### config.mk
export PLATFORM = sky130hd
export DESIGN_NAME = trap_ctrl
export DESIGN_NICKNAME = d
export VERILOG_FILES = /design/src/rtl/trap_ctrl_pkg.sv /design/src/rtl/trap_ctrl_irq_sync.sv /design/src/rtl/trap_ctrl.sv
export SDC_FILE = /design/constraint.sdc
export NUM_CORES = 1
export LEC_CHECK = 0
export BUFFER_PORTS_ARGS = -buffer_cell sky130_fd_sc_hd__clkbuf_2
export CAP_MARGIN = 20
export CORE_AREA = 2 2 141 109
export DETAILED_ROUTE_END_ITERATION = 10
export DIE_AREA = 0 0 143 111
export PLACE_DENSITY = 0.53
export SETUP_SLACK_MARGIN = 0.2
export SYNTH_ARGS = -nofsm -noshare
export SYNTH_HDL_FRONTEND = slang
export SYNTH_SLANG_ARGS = --single-unit
### constraint.sdc
create_clock -name clk -period 2.27 [get_ports clk]
set_clock_uncertainty 0.15 [all_clocks]
set_input_delay 0.227 -clock clk [delete_from_list [all_inputs] [get_ports clk]]
set_output_delay 0.227 -clock clk [all_outputs]
set_load 0.02 [all_outputs]
### src/rtl/trap_ctrl_pkg.sv
// Shared trap cause codes, interrupt line indices and sequencer state encodings.
package trap_ctrl_pkg;

   localparam int unsigned XLEN = 32;

   localparam logic [XLEN-1:0] CAUSE_ILL     = 32'h0000_0002;
   localparam logic [XLEN-1:0] CAUSE_BRK     = 32'h0000_0003;
   localparam logic [XLEN-1:0] CAUSE_LD_MIS  = 32'h0000_0004;
   localparam logic [XLEN-1:0] CAUSE_ST_MIS  = 32'h0000_0006;
   localparam logic [XLEN-1:0] CAUSE_ECALL_M = 32'h0000_000B;
   localparam logic [XLEN-1:0] CAUSE_MSI     = 32'h8000_0003;
   localparam logic [XLEN-1:0] CAUSE_MTI     = 32'h8000_0007;
   localparam logic [XLEN-1:0] CAUSE_MEI     = 32'h8000_000B;

   // Bit positions inside the {ext,timer,soft} enable mask.
   localparam int unsigned IRQ_EXT = 2;
   localparam int unsigned IRQ_TMR = 1;
   localparam int unsigned IRQ_SW  = 0;

   typedef enum logic [1:0] {
      ST_IDLE  = 2'd0,
      ST_ENTER = 2'd1,
      ST_EXIT  = 2'd2,
      ST_HOLD  = 2'd3
   } state_e;

endpackage

### src/rtl/trap_ctrl_irq_sync.sv
// N-stage level synchroniser for one asynchronous interrupt line.
module trap_ctrl_irq_sync #(
   parameter int unsigned STAGES = 2
) (
   input  logic clk,
   input  logic rst,
   input  logic i_irq,
   output logic o_irq
);

   logic [STAGES-1:0] sync_q;

   always_ff @(posedge clk) begin
      if (rst) sync_q <= '0;
      else     sync_q <= {sync_q[STAGES-2:0], i_irq};
   end

   assign o_irq = sync_q[STAGES-1];

endmodule

### src/rtl/trap_ctrl.sv
// Trap/interrupt sequencer: arbitrates exceptions, interrupts and mret, then
// pulses the CSR enter/exit handshake and stalls while the PC is redirected.
module trap_ctrl
   import trap_ctrl_pkg::*;
#(
   parameter int unsigned SYNC_STAGES = 2,
   parameter int unsigned HOLD_CYCLES = 2
) (
   input  logic             clk,
   input  logic             rst,
   input  logic             i_instr_valid,
   input  logic [XLEN-1:0]  i_pc,
   input  logic [XLEN-1:0]  i_instr,
   input  logic             i_ill_instr,
   input  logic             i_ecall,
   input  logic             i_ebreak,
   input  logic             i_ld_misalign,
   input  logic             i_st_misalign,
   input  logic [XLEN-1:0]  i_mem_addr,
   input  logic             i_mret,
   input  logic             i_irq_ext,
   input  logic             i_irq_timer,
   input  logic             i_irq_soft,
   input  logic             i_mie_global,
   input  logic [2:0]       i_mie_mask,
   output logic             o_interrupt_enter,
   output logic             o_interrupt_exit,
   output logic [XLEN-1:0]  o_int_cause,
   output logic [XLEN-1:0]  o_int_pc,
   output logic [XLEN-1:0]  o_int_mtval,
   output logic             o_flush,
   output logic             o_stall
);

   localparam int unsigned CNT_W = $clog2(HOLD_CYCLES + 1);

   state_e            state_q;
   logic [CNT_W-1:0]  cnt_q;
   logic              enter_q, exit_q, flush_q, stall_q;
   logic [XLEN-1:0]   cause_q, pc_q, mtval_q;

   logic [2:0]        irq_sync;
   logic [2:0]        irq_pend;
   logic              req_enter, req_exit;
   logic [XLEN-1:0]   req_cause, req_mtval;

   trap_ctrl_irq_sync #(.STAGES(SYNC_STAGES)) u_irq_sync_ext (
      .clk(clk), .rst(rst), .i_irq(i_irq_ext),   .o_irq(irq_sync[IRQ_EXT]));
   trap_ctrl_irq_sync #(.STAGES(SYNC_STAGES)) u_irq_sync_tmr (
      .clk(clk), .rst(rst), .i_irq(i_irq_timer), .o_irq(irq_sync[IRQ_TMR]));
   trap_ctrl_irq_sync #(.STAGES(SYNC_STAGES)) u_irq_sync_sw (
      .clk(clk), .rst(rst), .i_irq(i_irq_soft),  .o_irq(irq_sync[IRQ_SW]));

   assign irq_pend = irq_sync & i_mie_mask & {3{i_mie_global}};

   // Request arbitration; an interrupt beside mret takes mepc=i_pc so mret re-executes.
   always_comb begin
      req_enter = 1'b0;
      req_exit  = 1'b0;
      req_cause = '0;
      req_mtval = '0;
      if (i_instr_valid) begin
         if (i_ill_instr) begin
            req_enter = 1'b1; req_cause = CAUSE_ILL;     req_mtval = i_instr;
         end else if (i_ebreak) begin
            req_enter = 1'b1; req_cause = CAUSE_BRK;     req_mtval = i_pc;
         end else if (i_ecall) begin
            req_enter = 1'b1; req_cause = CAUSE_ECALL_M;
         end else if (i_ld_misalign) begin
            req_enter = 1'b1; req_cause = CAUSE_LD_MIS;  req_mtval = i_mem_addr;
         end else if (i_st_misalign) begin
            req_enter = 1'b1; req_cause = CAUSE_ST_MIS;  req_mtval = i_mem_addr;
         end else if (irq_pend[IRQ_EXT]) begin
            req_enter = 1'b1; req_cause = CAUSE_MEI;
         end else if (irq_pend[IRQ_SW]) begin
            req_enter = 1'b1; req_cause = CAUSE_MSI;
         end else if (irq_pend[IRQ_TMR]) begin
            req_enter = 1'b1; req_cause = CAUSE_MTI;
         end else if (i_mret) begin
            req_exit  = 1'b1;
         end
      end
   end

   always_ff @(posedge clk) begin
      if (rst) begin
         state_q <= ST_IDLE;
         cnt_q   <= '0;
         enter_q <= 1'b0;
         exit_q  <= 1'b0;
         flush_q <= 1'b0;
         stall_q <= 1'b0;
         cause_q <= '0;
         pc_q    <= '0;
         mtval_q <= '0;
      end else begin
         enter_q <= 1'b0;
         exit_q  <= 1'b0;
         flush_q <= 1'b0;
         case (state_q)
            ST_IDLE: begin
               if (req_enter) begin
                  state_q <= ST_ENTER;
                  enter_q <= 1'b1;
                  flush_q <= 1'b1;
                  stall_q <= 1'b1;
                  cause_q <= req_cause;
                  pc_q    <= i_pc;
                  mtval_q <= req_mtval;
               end else if (req_exit) begin
                  state_q <= ST_EXIT;
                  exit_q  <= 1'b1;
                  flush_q <= 1'b1;
                  stall_q <= 1'b1;
               end
            end
            ST_ENTER, ST_EXIT: begin
               state_q <= ST_HOLD;
               cnt_q   <= CNT_W'(HOLD_CYCLES);
               stall_q <= 1'b1;
            end
            ST_HOLD: begin
               if (cnt_q == CNT_W'(1)) begin
                  state_q <= ST_IDLE;
                  cnt_q   <= '0;
                  stall_q <= 1'b0;
               end else begin
                  cnt_q   <= cnt_q - CNT_W'(1);
               end
            end
            default: begin
               state_q <= ST_IDLE;
               stall_q <= 1'b0;
            end
         endcase
      end
   end

   assign o_interrupt_enter = enter_q;
   assign o_interrupt_exit  = exit_q;
   assign o_int_cause       = cause_q;
   assign o_int_pc          = pc_q;
   assign o_int_mtval       = mtval_q;
   assign o_flush           = flush_q;
   assign o_stall           = stall_q;

endmodule

Yosys cells after proc, flatten, opt, wreduce, memory -nomap -nowiden
Cells that the tools add are included.
Widths: inputs -> output; s select.
{ "op_classes": {"n_eq_ne": 6, "n_mux": 47, "bitwise_logic": 3, "n_reduce_logical": 7, "n_addsub": 1} }
{ "op_table": {"columns": ["op", "n"], "rows": [
  ["$mux 32", 15],
  ["$mux 1", 25],
  ["$mux 2", 4],
  ["$and 3x3->3", 2],
  ["$pmux 2 s3", 1],
  ["$eq 2x1->1 const B", 2],
  ["$eq 2x2->1 const B", 2],
  ["$pmux 2 s2", 1],
  ["$reduce_and 2->1", 2],
  ["$reduce_or 2->1", 2],
  ["$ne 3x3->1 const B", 1],
  ["$pmux 1 s3", 1],
  ["$reduce_or 3->1", 1],
  ["$logic_not 2->1", 1],
  ["$ne 2x2->1 const B", 1],
  ["$reduce_bool 2->1", 1],
  ["$sub 2x1->2 const B", 1],
  ["$not 1->1", 1]
]} }
{ "word_totals": {"elab_cells": 76, "register_bits": 110, "in_bits": 112, "out_inout_bits": 100} }

Logic depth before layout (Yosys ltp)
Gate-level depths: netlist (run 1).
{ "depth": {"ltp_word": 14, "mapped_depth": 7, "ltp_nobuf": 6} }

Modules after synthesis
From an unflattened synthesis (run 1), not the netlist that was laid out.
{ "hier_totals": {"cells_unflattened": 556, "hier_area_um2": 4342.9} }
{ "modules_own_cells": {"columns": ["mod", "seq_area_each_um2", "instances", "cells_per_inst", "area_per_inst_um2"], "rows": [
  ["trap_ctrl", 1541.5, 1, 544, 4185.3],
  ["trap_ctrl_irq_sync", 40.0, 3, 4, 52.6]
]} }

Worst setup path before layout (run 1)
Ideal clock, no wire load.
{ "synth_timing": {"path_type": "register to register", "startpoint": "register state_q[0]", "endpoint": "register cause_q[31], in the netlist o_int_cause[31]", "path_buffers": 2, "path_stages_with_launch": 8, "setup_slack_ps": 571, "t_arrival_ps": 1471, "synth_period_minus_slack_ps": 1699, "t_required_ps": 2042, "path_cell_list": "dfxtp_1 inv_1 ha_1 and2_1 clkbuf_1 buf_1 a21oi_1 nor3_1"} }
{ "synth_via": {"elab_chain_len": 2} }
{ "synth_rtl": {"columns": ["item", "line_no", "text"], "rows": [
  ["start: declaration", "trap_ctrl.sv:37", "state_e state_q;"],
  ["start signal: assignment", "trap_ctrl.sv:87", "state_q <= ST_IDLE;"],
  ["start signal: assignment", "trap_ctrl.sv:103", "state_q <= ST_ENTER;"],
  ["start signal: assignment", "trap_ctrl.sv:111", "state_q <= ST_EXIT;"],
  ["$logic_not 2->1", "trap_ctrl.sv:100", "case (state_q)"],
  ["$reduce_and 2->1 (no source line)", null, null],
  ["end signal: assignment", "trap_ctrl.sv:107", "cause_q <= req_cause;"],
  ["end: declaration", "trap_ctrl.sv:40", "logic [XLEN-1:0] cause_q, pc_q, mtval_q;"]
]} }
No other way between the ends.
A chain may end at the register's enable or synchronous reset.

Worst setup path after layout (run 1)
{ "layout_timing": {"startpoint": "input port i_ld_misalign", "endpoint": "register mtval_q[0], in the netlist o_int_mtval[0]"} }
{ "layout_via": {"elab_chain_len": 6, "elab_cells_between_ends": 11} }
{ "layout_rtl": {"columns": ["item", "line_no", "text"], "rows": [
  ["start: declaration", "trap_ctrl.sv:17", "input logic i_ld_misalign,"],
  ["$mux 1", "trap_ctrl.sv:69", "end else if (i_ld_misalign) begin"],
  ["$mux 1", "trap_ctrl.sv:67", "end else if (i_ecall) begin"],
  ["$mux 1", "trap_ctrl.sv:65", "end else if (i_ebreak) begin"],
  ["$mux 1", "trap_ctrl.sv:63", "if (i_ill_instr) begin"],
  ["$mux 1", "trap_ctrl.sv:62", "if (i_instr_valid) begin"],
  ["$reduce_and 2->1 (no source line)", null, null],
  ["end signal: assignment", "trap_ctrl.sv:109", "mtval_q <= req_mtval;"],
  ["end: declaration", "trap_ctrl.sv:40", null]
]} }
Parallel ways exist; a longest one is shown, timed or not.

==> results of run 1 <==
-- flip-flops by register name (all words and copies together) (netlist names) --
register / count
o_stall: 1
cnt_q: 2
u_irq_sync_ext.sync_q: 2
u_irq_sync_tmr.sync_q: 2
o_int_pc: 32
o_int_mtval: 32
o_flush: 1
state_q: 2
o_int_cause: 5
u_irq_sync_sw.sync_q: 2
o_interrupt_enter: 1
o_interrupt_exit: 1
-- power breakdown --
group          internal, W  switching, W
Sequential         0.00172      0.000147
Combinational     0.000624       0.00118
Clock             0.000859      0.000631
Total              0.00321       0.00196
-- cell type report --
type                       instances  area (um^2)
timing repair buffer             227         1344
inverter                          59        221.5
clock buffer                       9        225.2
tap                              205        256.5
multi-input combinational        361         2063
sequential                        83         1662
fill                            1596         8841
clock inverter                     7        75.07
-- through the flow --
stage / setup slack, ns / util, % / hold WS (ns) / cell area, um^2
after floorplan: 0.5707 / - / 0.1875 / 4347
after global placement: 0.1903 / 35.80 / 0.2711 / 5259
after detailed placement: 0.07108 / 35.80 / 0.2997 / 5259
after CTS: 0.2426 / 39.72 / 0.001940 / 5834
after global routing: 0.2175 / 39.81 / 0.006522 / 5847
final: 0.3006 / 39.81 / 0.01179 / 5847
-- cell families after synthesis --
logic type	after synthesis
AOI/OAI and AO/OA	206
adders and majority gates	4
buffers and inverters	137
DFF	83
other	1
and+or+nand+nor	124
-- how the worst max path moves through the flow --
| stage | from | to | slack, ns |
|---|---|---|---|
| final | i_ld_misalign | o_int_mtval[0] | 0.30 |
| after CTS | u_irq_sync_sw.sync_q[1] | o_int_mtval[0] | 0.24 |
| after floorplan | state_q[0] | o_int_cause[31] | 0.57 |
| after global placement | i_mie_mask[0] | o_int_mtval[13] | 0.19 |
| after detailed placement | i_mie_mask[2] | o_int_mtval[28] | 0.07 |
| after global routing | state_q[1] | o_int_mtval[4] | 0.22 |
-- per-layer routing --
| layer | part of all wire [%] | up-vias |
|---|---|---|
| met5 | 0 | - |
| met4 | 0.54 | 0 |
| met3 | 6.3 | 6 |
| met2 | 48 | 145 |
| met1 | 45 | 2191 |
| li1 | - | 2264 |
-- timing repair --
action | 4_1_cts | 5_1_grt
pin swaps | 0 | 0
setup endpoints to repair | 26 | 9
hold buffers | 27 | 0
endpoints found under the hold margin | 27 | 0
resized for setup | 1 | 3
-- worst min-delay path, cell delays in order --
cell	delay (ns)
clkbuf_2	0.10
nand3_1	0.07
a21oi_1	0.05
-- placed cells by master (no fill, tap or decap), drive strengths merged, types with 26 or more instances in the layout --
master,Yosys,layout
nand3,34,34
o31ai,27,27
conb,1,27
inv,59,61
dlygate4sd3,0,27
o21ai,62,62
clkbuf,36,192
nand4,26,26
nand2,30,30
a21oi,90,90
dfxtp,83,83
==> flow_summary.toml, run 1 <==
[run_status]
status = "finished clean"

[critical_path]
crit_family = "buffers and inverters"
max_stage_delay_ns = 0.53
cp-start-kind = "input pin"
arrival_ns = 2.10
end_kind = "flop"
crit_chain = "dlygate4sd3_1, clkbuf_2, nor2_4, o2111a_1, buf_6, nor3_2, a32o_1"
critPathMaxFanout = 25
critPathKind = "input pin to flop"
ff2ff_setup_slack_ns = 0.31
crit_path_top_delay_cell = "dlygate4sd3_1"
required_ns = 2.40
path_buf_inv = 3
r2r_start = "state_q[0]"
rr_endpoint = "o_int_mtval[0]"
r2r_cells = 6
crit_cells = 7

[final_layout]
syn_to_final_growth_pct = 37.60
layout.cells.non_filler = 951
drive_gt1_share_pct = 30.03
layout.nets = 857
n_antenna_cell = 0

[floorplan]
die_y_um = 111
dieArea_um2 = 15870
coreArea_um2 = 14690
rows = 39
die_w_um = 143
start_util_pct = 28.93
ioPinCount = 212

[route]
vias_per_cell = 4.843
drc = 0
routed_wirelength_um = 15520
drt_iter0_drc = 233
dr.pass1.iters = 5
num_vias = 4606
antenna_left = 0
wire_per_inst_um = 16.32

[global_route]
track_usage_pct = 18.81
grt_pass1_vias = 4511
grt_pass1_wl_um = 23710
grtUsageMet3_pct = 5.011
antenna_found_initial = 0
met1_usage_pct = 25.23
grt_max_degree = 75
grt_overflow = 0
busiest_layer = "met2"
met2_usage_pct = 30.40

[clocking]
numCtsBuffers = 9
h-tree-depth = 3
clock_path_buffers = 2
post_cts_buffers = 0
insertion_delay_ns = 0.33
cts.sinks = 83
cts_tree = "built"
clk_pin_slew_ns = 0.07
clockRootBuffer = "clkbuf_16"

[timing]
rsz0062_at_grt = "false"
fin_crit_ns = 1.969
slew_headroom_pct = 52.45
drv_slew = 0
fin_crit_sh_pct = 86.76
fmax_mhz = 507.8
worstMarginPinSlew_ns = 0.7132
tns_ns = 0
final-setup-viol-count = 0
hold_violations = 0

[synthesis]
syn_area_per_cell_um2 = 7.656
synth_seq_cells = 83
synth.yosys.warnings = 0
synthTopCellsByCount = "89 x a21oi_1, 83 x dfxtp_1, 59 x inv_1, 59 x o21ai_0, 36 x clkbuf_1"
synthFlopType = "dfxtp_1"
synth_top_area_share_pct = 39.10
syn-cell-area_um2 = 4249
synthMuxAreaShare_pct = 0
ys_async_sr_fraction_pct = 0
ys_types = 40
synthXorXnorAreaFrac_pct = 0
syn_inst = 555
synth_edf_count = 0
synth_top_family_by_area = "compound AO/OA/AOI/OAI gates"
synthAdderAreaFrac_pct = 1.178
synth_top_area_cell = "dfxtp_1"
synthSimpleGateAreaFrac_pct = 15.19
synth_compound_area_share_pct = 29.03
synth.most_common_cell = "a21oi_1"
synth_area_leaders = "dfxtp_1 39%, a21oi_1 10%, o21ai_0 6.9%"
ys_seq_area_share_pct = 39.10

[pwr]
peakVddDrop_v = 0.0003885
leakagePower_nw = 2.715
fin_total_pwr_w = 0.005167
powerDensity_nw_per_um2 = 883.8

[min_path]
hp-start = "i_pc[3]"
min_path_type = "input pin to flop"
whs_path_depth = 3
worstHoldEndpoint = "o_int_pc[3]"

[place]
gp_congestion = 0.7967
placedCellCount = 908
io_buffers = 184
hpwlAfterDp_um = 11080

[job]
cap_viol_max_count = 0
Note: power is estimated with default switching activity, not from simulation.
==> run 2, diff against run 1 <==
- MAX_ROUTING_LAYER: not set -> met4
==> run 2 against run 1 <==
Cell count shrank 0.32%. Die area unchanged. Routed wire length fell by 1.0%.
==> flow_summary.toml, run 2 (synthesis results as in run 1) <==
[route]
routed_wirelength_um = 15360
num_vias = 4699
drc = 0
wire_per_inst_um = 16.20
dr.pass1.iters = 4
antenna_left = 0
drt_iter0_drc = 217
vias_per_cell = 4.957

[place]
placedCellCount = 908
hpwlAfterDp_um = 11140
gp_congestion = 0.8000
post_dp_cell_area_um2 = 5259
io_buffers = 184

[critical_path]
ff2ff_setup_slack_ns = 0.37
end_kind = "flop"
crit_path_start = "u_irq_sync_sw.sync_q[1]"
required_ns = 2.35
r2r_cells = 5
endpoint = "o_int_mtval[5]"
r2r_start = "u_irq_sync_sw.sync_q[1]"
cp-start-kind = "flop"
critPathMaxFanout = 20
arrival_ns = 1.98
critPathKind = "flop to flop"
rr_endpoint = "o_int_mtval[5]"

[final_layout]
final_cell_mix = "183 x clkbuf_2, 89 x a21oi_1, 83 x dfxtp_1"
layout.cells.non_filler = 948
syn_to_final_growth_pct = 36.43
fillCellCount = 1551
n_antenna_cell = 0
seq_area_um2 = 1662
layout.nets = 854
final_area_um2 = 5797
drive_gt1_share_pct = 30.01
multi_input_area_um2 = 2069
layout_commonest_cell = "clkbuf_2"

[timing]
worstMarginPinSlew_ns = 0.7024
tns_ns = 0
drv_slew = 0
final-setup-viol-count = 0
fin_crit_ns = 1.900
fmax_mhz = 526.3
slew_headroom_pct = 53.17
fin_crit_sh_pct = 83.70
rsz0062_at_grt = "false"
hold_violations = 0

[pwr]
clockPowerShare_pct = 27.3
powerDensity_nw_per_um2 = 872.9
power_switching_w = 0.001915
seqPwrFrac_pct = 36.9
leakagePower_nw = 2.696
fin_total_pwr_w = 0.005060
switching_share_pct = 37.84
intPower_w = 0.003145
combPwrFrac_pct = 35.8
peakVddDrop_v = 0.0004470

[clocking]
clockRootBuffer = "clkbuf_16"
clock_path_buffers = 2
numCtsBuffers = 9
cts_tree = "built"
h-tree-depth = 3
cts.sinks = 83
post_cts_buffers = 0
clk_pin_slew_ns = 0.06
insertion_delay_ns = 0.33

[floorplan]
coreArea_um2 = 14690
ioPinCount = 212
die_w_um = 143
rows = 39
die_y_um = 111
dieArea_um2 = 15870
start_util_pct = 28.93

[global_route]
grt_overflow = 0
grt_max_degree = 75
grt_pass1_vias = 4582
antenna_found_initial = 0
track_usage_pct = 19.32
grt_pass1_wl_um = 23530

[min_path]
min_path_type = "input pin to flop"

[run_status]
status = "finished clean"

[job]
cap_viol_max_count = 0
## run 2: cell types whose count changed in the layout (fill, tap and decap cells not counted)
cell,change
inv_6,-2
nor3_4,+1
bufinv_16,-1
clkbuf_1,+1
clkbuf_8,+2
clkinvlp_4,-1
buf_6,-2
nor3_2,-1
dlygate4sd3_1,-3
buf_4,+2
clkinv_2,+1
## run 2: worst min-delay path by stage
stage,slack [ns],startpoint,to,cells after the start
finish,0.02,i_pc[13],o_int_pc[13],3
global route,0.002,i_pc[13],o_int_pc[13],3
CTS,0.001,i_pc[13],o_int_pc[13],3
detailed placement,0.29,i_irq_ext,u_irq_sync_ext.sync_q[0],2
global placement,0.26,u_irq_sync_tmr.sync_q[0],u_irq_sync_tmr.sync_q[1],1
floorplan,0.19,i_ld_misalign,o_int_cause[1],1
## run 2: power groups by stage
| stage | combinational, W | sequential (W) | clock (W) |
|---|---|---|---|
| 2_1_floorplan | 0.000880 | 0.00216 | 0 |
| 3_3_place_gp | 0.00173 | 0.00189 | 0 |
| 3_5_place_dp | 0.00177 | 0.00190 | 0 |
| 4_1_cts | 0.00181 | 0.00187 | 0.00142 |
| 5_1_grt | 0.00197 | 0.00190 | 0.00148 |
| 6_report | 0.00181 | 0.00187 | 0.00138 |
## run 2: per-layer routing
metal / share of wire (%) / wire length (um) / vias to the layer above / global-route usage [%]
met5: 0 / 0 / - / -
met4: 1.7 / 254 / 0 / 5.743
met3: 6.9 / 1062 / 21 / 4.924
met2: 46 / 7112 / 175 / 30.27
met1: 45 / 6931 / 2244 / 24.56
li1: - / - / 2259 / -
## run 2: final cells by class
cell class / count / share of cell area (%)
clock inverter: 4 / 0.4317
inverter: 59 / 3.820
multi-input combinational: 361 / 35.70
clock buffer: 12 / 4.425
tap: 205 / 4.425
timing repair buffer: 224 / 22.53
sequential: 83 / 28.66
## run 2: what timing repair did
item	CTS	global route
hold endpoints to repair	24	0
gates resized for setup	1	2
hold buffers	24	0
endpoints found under the setup margin	26	8
gates cloned	0	0
## run 2: critical path, cell delays in order (launching register included)
cell,delay (ns)
dfxtp_1,0.31
a22oi_2,0.34
o2111a_1,0.33
buf_4,0.29
nor3_4,0.11
a32o_1,0.24
## run 2: through the flow
step | hold WS, ns | worst slack [ns] | util [%]
final | 0.01677 | 0.3701 | 39.47
after global routing | 0.002052 | 0.2994 | 39.47
after CTS | 0.0009503 | 0.2204 | 39.39
after detailed placement | 0.2916 | 0.06846 | 35.80
after global placement | 0.2650 | 0.1835 | 35.80
after floorplan | 0.1875 | 0.5707 | -
==> run 3, diff against run 2 <==
- PLACE_DENSITY: 0.53 -> 0.55
- clock period: 2.27 -> 1.6 ns (I/O delays scaled with it)
==> run 3 against run 2 <==
Routed wire length grew 14%. The run now ends with negative setup slack left. Critical endpoint is now state_q[1]. First-iteration DRC count grew 37%. Hold slack about the same. Die area did not move. Highest routed layer unchanged. Critical path depth grew 2.
==> flow_summary.toml, run 3 (synthesis results as in run 1) <==
[clocking]
cts.sinks = 83
insertion_delay_ns = 0.34
clockRootBuffer = "clkbuf_16"
numCtsBuffers = 9
h-tree-depth = 3
cts_tree = "built"
clock_path_buffers = 2
clk_pin_slew_ns = 0.06

[final_layout]
final_cell_mix = "183 x clkbuf_2, 84 x a21oi_1, 79 x dfxtp_1"
drive_gt1_share_pct = 38.08
layout.nets = 913
layout_commonest_cell = "clkbuf_2"
final_util_pct = 46.44
syn_to_final_growth_pct = 60.54
final_area_um2 = 6822
n_antenna_cell = 0

[global_route]
grt_max_degree = 42
track_usage_pct = 21.82
grt_overflow = 0
grt_pass1_wl_um = 26230
grt_pass1_vias = 4884
antenna_found_initial = 0

[pwr]
leakagePower_nw = 3.153
peakVddDrop_v = 0.0008206
powerDensity_nw_per_um2 = 1268

[critical_path]
cp-start-kind = "flop"
critPathKind = "flop to flop"
critPathMaxFanout = 3
arrival_ns = 1.73
crit_chain = "inv_2, ha_4, buf_6, nor2b_4, nand3_2, o22a_1, a32o_1"
ff2ff_setup_slack_ns = -0.06
r2r_cells = 7
max_stage_delay_ns = 0.33
endpoint = "state_q[1]"
required_ns = 1.67
rr_endpoint = "state_q[1]"
r2r_start = "state_q[1]"
crit_path_start = "state_q[1]"
end_kind = "flop"
crit_path_top_delay_cell = "dfxtp_2"

[timing]
fin_crit_ns = 1.661
slew_headroom_pct = 56.00
timing.final.ws_setup_ns = -0.06091
rsz0062_at_grt = "true"
final-setup-viol-count = 23
fmax_mhz = 602.1
hold_violations = 0
fin_crit_sh_pct = 103.8
tns_ns = -0.3326
worstMarginPinSlew_ns = 0.6575
drv_slew = 0

[run_status]
violations = "negative setup slack"
status = "finished, violations left"

[route]
drt_iter0_drc = 297
antenna_left = 0
dr.pass1.iters = 5
routed_wirelength_um = 17500
num_vias = 4989
wire_per_inst_um = 17.40
drc = 0
vias_per_cell = 4.959

[place]
hpwlAfterDp_um = 11530
post_dp_cell_area_um2 = 5512
place_ws_ns = -0.4138
gp_congestion = 0.8404
io_buffers = 184

[floorplan]
die_y_um = 111
dieArea_um2 = 15870
ioPinCount = 212
coreArea_um2 = 14690
start_util_pct = 28.93
rows = 39
die_w_um = 143

[job]
cap_viol_max_count = 0

[min_path]
min_path_type = "input pin to flop"
run 3: cell count changes in the layout (fill, tap and decap cells not counted), moves of 4 or more:
cell / change
a21oi_2: +5
dlygate4sd3_1: +15
buf_4: +19
buf_6: +5
o21ai_2: +9
nand3_2: +7
dfxtp_1: -4
o21ai_0: -37
nand3_1: -7
buf_12: +14
dfxtp_2: +4
o21ai_1: +27
a21oi_1: -5
run 3: worst min path at each step:
stage                  start                        to  slack [ns]  depth (start not counted)
3_3_place_gp     i_irq_timer  u_irq_sync_tmr.sync_q[0]        0.22                          2
5_1_grt        i_ld_misalign            o_int_cause[1]        0.02                          3
3_5_place_dp      i_irq_soft   u_irq_sync_sw.sync_q[0]        0.23                          2
4_1_cts           i_instr[4]            o_int_mtval[4]       0.003                          3
6_report       i_ld_misalign            o_int_cause[1]        0.02                          3
2_1_floorplan  i_ld_misalign            o_int_cause[1]        0.13                          1
run 3: what timing repair did:
item,CTS,global route
setup endpoints to repair,75,76
endpoints found under the hold margin,40,0
pin swaps,11,11
buffers inserted,13,4
gates resized for setup,28,33
hold buffers,39,0
gates cloned,3,3
run 3: area by class of cell:
cell class / count / area (um^2)
fillers: 1446 / 7866
clock inverters: 4 / 97.59
repair buffers: 282 / 2066
multi-input cells: 362 / 2261
inverters: 59 / 221.5
well taps: 205 / 256.5
flip-flops and latches: 83 / 1667
clock buffers: 11 / 252.7
run 3: routing by layer:
metal,vias up,global-route usage [%],share of wire (%)
met1,2385,28.86,47
met3,24,4.795,6.7
met4,0,5.413,1.4
met5,-,-,0
li1,2379,-,-
met2,201,33.94,45
run 3: metrics by stage:
step | instances | power, W | hold WS [ns]
final | 1006 | 0.008647 | 0.01693
after global routing | 1006 | 0.009026 | 0.01642
after CTS | 999 | 0.008443 | 0.002724
after detailed placement | 929 | 0.005537 | 0.2301
after global placement | 929 | 0.005455 | 0.2244
after floorplan | 581 | 0.004565 | 0.1304
run 3: report_power, final:
| group | internal [W] | switching (W) | total [W] |
|---|---|---|---|
| registers | 0.00245 | 0.000225 | 0.00268 |
| clock network | 0.00160 | 0.000871 | 0.00247 |
| logic | 0.00146 | 0.00203 | 0.00349 |
run 3: critical path, delay by kind of cell (launching register included):
kind | cells | cell delay [ns]
AOI/OAI and AO/OA | 2 | 0.47
adders and majority gates | 1 | 0.16
buffers and inverters | 2 | 0.18
DFF | 1 | 0.33
and+or+nand+nor | 2 | 0.26
